$ cat src/rtl/skinscore_packer.sv
// Skin-score byte packer: gathers 8-bit scores into 32-bit words (oldest byte
// in [7:0]) and queues them in a first-word-fall-through FIFO with
// almost-full throttling and a sticky overflow flag.
module skinscore_packer #(
    parameter int unsigned FIFO_DEPTH   = 8,
    parameter int unsigned AFULL_THRESH = 6
) (
    input  logic        clk,
    input  logic        rst,
    input  logic [7:0]  score_in,
    input  logic        score_in_valid,
    input  logic        flush,
    output logic [31:0] word_out,
    output logic [2:0]  word_out_bytes,
    output logic        word_out_valid,
    input  logic        word_out_ready,
    output logic        almost_full,
    output logic        overflow
);

    localparam int unsigned AW = $clog2(FIFO_DEPTH);
    localparam int unsigned CW = AW + 1;
    localparam logic [CW-1:0] DepthC = CW'(FIFO_DEPTH);
    localparam logic [CW-1:0] AfullC = CW'(AFULL_THRESH);

    // Pack stage: only three lanes need storage, the fourth byte is taken live.
    logic [23:0]   pack_q, pack_d;
    logic [1:0]    pcnt_q, pcnt_d;
    logic [31:0]   new_word;
    logic [2:0]    new_bytes;
    logic          push;

    // FIFO state
    logic [34:0]   mem_q [FIFO_DEPTH];
    logic [AW-1:0] wr_ptr_q, wr_ptr_d;
    logic [AW-1:0] rd_ptr_q, rd_ptr_d;
    logic [CW-1:0] count_q, count_d;
    logic          afull_q, afull_d;
    logic          ovf_q, ovf_d;
    logic          full, empty, pop, wr_en;
    logic [34:0]   head;

    // Assemble the outgoing word and decide when to close it.
    always_comb begin
        pack_d   = pack_q;
        pcnt_d   = pcnt_q;
        new_word = '0;
        // Stale lanes at or above pcnt are masked so partial words carry zeros.
        for (int i = 0; i < 3; i++) begin
            if (2'(i) < pcnt_q) begin
                new_word[8*i +: 8] = pack_q[8*i +: 8];
            end
        end
        if (score_in_valid) begin
            new_word[{pcnt_q, 3'b000} +: 8] = score_in;
        end
        new_bytes = {1'b0, pcnt_q} + {2'b00, score_in_valid};
        push = (score_in_valid && (pcnt_q == 2'd3)) ||
               (flush && (score_in_valid || (pcnt_q != 2'd0)));
        if (push) begin
            pcnt_d = 2'd0;
        end else if (score_in_valid) begin
            pcnt_d = pcnt_q + 2'd1;
            pack_d[{pcnt_q, 3'b000} +: 8] = score_in;
        end
    end

    // FIFO control: a push while full is only accepted if the head pops.
    always_comb begin
        empty    = (count_q == '0);
        full     = (count_q == DepthC);
        pop      = !empty && word_out_ready;
        wr_en    = push && (!full || pop);
        wr_ptr_d = wr_en ? wr_ptr_q + AW'(1) : wr_ptr_q;
        rd_ptr_d = pop ? rd_ptr_q + AW'(1) : rd_ptr_q;
        count_d  = count_q;
        if (wr_en && !pop) begin
            count_d = count_q + CW'(1);
        end else if (!wr_en && pop) begin
            count_d = count_q - CW'(1);
        end
        afull_d = (count_d >= AfullC);
        ovf_d   = ovf_q || (push && full && !pop);
    end

    // Control state register with asynchronous active-low reset.
    always_ff @(posedge clk or negedge rst) begin
        if (!rst) begin
            pack_q   <= '0;
            pcnt_q   <= '0;
            wr_ptr_q <= '0;
            rd_ptr_q <= '0;
            count_q  <= '0;
            afull_q  <= 1'b0;
            ovf_q    <= 1'b0;
        end else begin
            pack_q   <= pack_d;
            pcnt_q   <= pcnt_d;
            wr_ptr_q <= wr_ptr_d;
            rd_ptr_q <= rd_ptr_d;
            count_q  <= count_d;
            afull_q  <= afull_d;
            ovf_q    <= ovf_d;
        end
    end

    // Storage array; contents are don't-care until the pointers cover them.
    always_ff @(posedge clk) begin
        if (wr_en) begin
            mem_q[wr_ptr_q] <= {new_bytes, new_word};
        end
    end

    // Fall-through head, forced to zero when empty.
    always_comb begin
        head           = mem_q[rd_ptr_q];
        word_out_valid = !empty;
        word_out       = empty ? 32'h0 : head[31:0];
        word_out_bytes = empty ? 3'd0 : head[34:32];
        almost_full    = afull_q;
        overflow       = ovf_q;
    end

endmodule

$ cat config.mk
export PLATFORM = sky130hd
export DESIGN_NAME = skinscore_packer
export DESIGN_NICKNAME = d
export VERILOG_FILES = /design/src/rtl/skinscore_packer.sv
export SDC_FILE = /design/constraint.sdc
export NUM_CORES = 1
export LEC_CHECK = 0
export ABC_AREA = 1
export ABC_CLOCK_PERIOD_IN_PS = 5600
export BUFFER_PORTS_ARGS = -buffer_cell sky130_fd_sc_hd__buf_2
export CORE_MARGIN = 2
export CORE_UTILIZATION = 66
export CTS_CLUSTER_DIAMETER = 30
export CTS_CLUSTER_SIZE = 40
export DETAILED_ROUTE_END_ITERATION = 8
export PLACE_DENSITY = 0.84
export REMOVE_ABC_BUFFERS = 1
export SLEW_MARGIN = 20
export SYNTH_ARGS = -nofsm -noshare
export SYNTH_HDL_FRONTEND = slang
export SYNTH_SLANG_ARGS = --single-unit
$ cat constraint.sdc
create_clock -name clk -period 5.6 [get_ports clk]
set_clock_uncertainty 0.1 [all_clocks]
set_input_delay 0.28 -clock clk [delete_from_list [all_inputs] [get_ports clk]]
set_output_delay 0.28 -clock clk [all_outputs]
set_load 0.02 [all_outputs]
==> impl_results.md <==
- Tmin final: 4.14 ns
- Setup Slack @ Placement: 1.91 ns
- Ys Warns: 0
- Share of cells above drive strength 1: 14.6%
- Critical path peak fanout: 62
- Post-layout worst setup margin: 1.46 ns
- Count of final max-slew check failures: 0
- Nets: 1177
- Clk buf depth: 3
- Endpoint type of the worst setup path: primary output
- Via count of the first global-routing pass: between 9000 and 10000
- Total CTS buffers: 47
- Initial core utilization: 67.6%
- Initial antenna violation count: 0
- Pin count of the biggest net entering global routing: 96
- Required time worst endpoint: 5.22 ns
- Largest cells by area after synthesis: edfxtp_1 63%, dfrtp_1 7.2%, nor2_1 6.7%, o21ai_0 5.4%, mux2i_1 2.6%
- Critical Path Source Type: register
- Critical Path End: word_out[18]
- Total length of routed wires: 30200 um
- Post-CTS setup buffer count: 0
- Fin crit share: 73.9%
- Crit Path Class: reg2out
- Routed via count: between 8000 and 9000
- Std-Cell Rows: 51
- Number of diodes: 0
- Slew headroom: between 20 and 30%
- Port Buffers: 50
- Clock root buffer: clkbuf_16
- Final Hold Vio Count: 0
- Final instance area: 0.0155 mm^2
- Area growth syn-to-layout: 16.9%
- Max cap viols: 0
- Per-cell routed wire length: between 20 and 25 um
- Seq/Total Area, Yosys: 70.6%
- Top-count cell post-synth: edfxtp_1
- Max frequency: 242 MHz
- I/O pins: 51
- DRT antenna net count: 0
- Worst-path clk slew: 0.06 ns
- RR Endpoint: mem_q[7][15]
- Avg Inst Size Synth: 12.1 um^2
- Global Route Usage Sum: 28.2%
- Area leader, netlist: edfxtp_1
- Status: completed
- Global-route wire length before repair: 47200 um
- Post-Place Cell Area: 0.0137 mm^2
- Vias per cell: 6.14
- Worst min-delay path class: in2reg
- RePlAce Congestion: 0.932
- R2r worst-path depth: 10
- CTS tree: built
- Cell area power density: between 500 and 600 mW/mm^2
- Core Region: 0.0196 mm^2
- Unrepaired setup endpoints after global routing: no
- Slew @ Worst Pin: roughly 1.0 ns
- # resized after CTS: 0
- Post-synth top cells: 280 x edfxtp_1, 235 x nor2_1, 142 x o21ai_0
- Critical path arrival: approximately 3.8 ns
- VDD IR-drop max: roughly 0.00046 V
- Synth Register Bits: 318
- Cell leakage power: 5.72 nW
- Global route total overflow: 0
- CTS Hold Bufs: 9
- # DRC: 0
- Detailed Route Iter0 Violations: roughly 1100
- Top_reg_cell synth: edfxtp_1
- Share of the synthesized area in the top cell type: a little under two thirds
- Die width: 146 um
- Reg2reg start: pcnt_q[0]
- EDFF count, synth: between 200 and 300
- Die Height: 146 um
- Syn Inst Count: around 1100
- CTS H-Tree Depth: 2
- Syn Std Cell Area: 0.0132 mm^2
- Clk Latency, worst-skew pair: approximately 0.53 ns
- Fraction of registers with async set/reset: 11.9%
- # setup viols final: 0
- First-pass DRT Iterations: 5
- DPL Wire Length: between 15000 and 20000 um
- Synth unique cells: 34
- R2R Setup Slk: 1.77 ns
- Hold Crit Depth: 3
- # clock sinks: 318
- Critical path origin: rd_ptr_q[0]
- Die footprint: 0.0212 mm^2
-- worst min path at each step --
stage,start,slack [ns],to
2_1_floorplan,rst,-0.12,almost_full
3_3_place_gp,rst,0.33,wr_ptr_q[2]
3_5_place_dp,rst,0.34,wr_ptr_q[1]
4_1_cts,word_out_ready,0.04,rd_ptr_q[1]
5_1_grt,word_out_ready,0.08,rd_ptr_q[0]
6_report,word_out_ready,0.08,rd_ptr_q[0]
-- kinds of logic after synthesis --
logic type               count (synthesis)  synth area share [%]
AO/OA/AOI/OAI                          259                  10.5
buffers and inverters                  119                  4.19
AND/OR/NAND/NOR                        344                  10.6
flip-flops                             318                  70.6
adder cells (fa/ha/maj)                 10                 0.944
XOR/XNOR                                 8                 0.529
multiplexers                            35                  2.64
-- cells in the final DEF (no fill, tap or decap), types with 2 or more instances in the layout --
cell           Yosys  routed
edfxtp_1         280     280
nor2_1           235     231
o21ai_0          142     142
nand2_1           63      63
o21ai_1           61      61
inv_1             50      50
buf_2             19      50
clkbuf_16          0      49
o22ai_1           46      46
dfrtp_1           38      36
mux2i_1           35      35
nand3_1           26      26
nor2_4             2      10
ha_1              10      10
buf_4             10      10
dlygate4sd3_1      0       9
xor2_1             7       7
clkinv_1           1       6
clkinvlp_4         0       6
clkinv_4           0       6
inv_6              0       6
clkinv_2           2       5
bufinv_16          0       5
buf_16             0       5
inv_2              4       4
nand2_2            4       4
o31ai_1            4       4
a32o_1             4       4
nor3_1             3       2
nor2_2             6       2
inv_8              0       2
clkbuf_8           0       2
clkbuf_1          24       2
dfrtp_4            0       2
-- per-layer routing --
metal	wire length, um	global-route usage (%)	vias to the layer above	share of wire, %
met5	0	0	-	0
met3	2370	5.49	65	7.8
met4	696	11.3	0	2.3
met2	15300	46.3	449	51
met1	11800	37.8	4411	39
li1	-	-	4026	-
-- where the power goes --
part | leakage [nW] | internal [W] | switching [W]
sequential | 3.10 | 0.00292 | 0.000282
clock | 0.783 | 0.00188 | 0.00109
combinational | 1.83 | 0.000857 | 0.00182
-- layout make-up --
class	instances	area, um^2
flip-flops and latches	318	9370
fillers	1034	4100
multi-input cells	656	3390
clock buffers	53	1260
repair buffers	74	553
clock inverters	34	373
well taps	265	332
inverters	57	216
-- critical path, cell delays in order (launching register included) --
cell,delay (ns)
dfrtp_4,0.90
clkinv_2,0.80
buf_4,0.57
o21ai_0,0.25
o21ai_1,0.10
o21ai_0,0.21
nor2_1,0.08
buf_2,0.16
-- per-stage QoR --
step / power [W] / utilization, % / TNS, ns / hold WS (ns) / instances
2_1_floorplan: 0.00497 / - / -0.446 / -0.116 / 1031
3_3_place_gp: 0.00572 / 69.5 / 0 / 0.327 / 1356
3_5_place_dp: 0.00582 / 69.8 / 0 / 0.336 / 1358
4_1_cts: 0.00883 / 78.6 / 0 / 0.0402 / 1454
5_1_grt: 0.00924 / 79.1 / 0 / 0.0831 / 1457
6_report: 0.00886 / 79.1 / 0 / 0.0822 / 1457
-- state kept, by name, indices dropped and copies added, names as in the netlist --
name         cells
mem_q          280
count_q          4
wr_ptr_q         3
overflow         1
rd_ptr_q         3
pack_q          24
pcnt_q           2
almost_full      1
No activity file was read; power rests on OpenSTA's default activity.
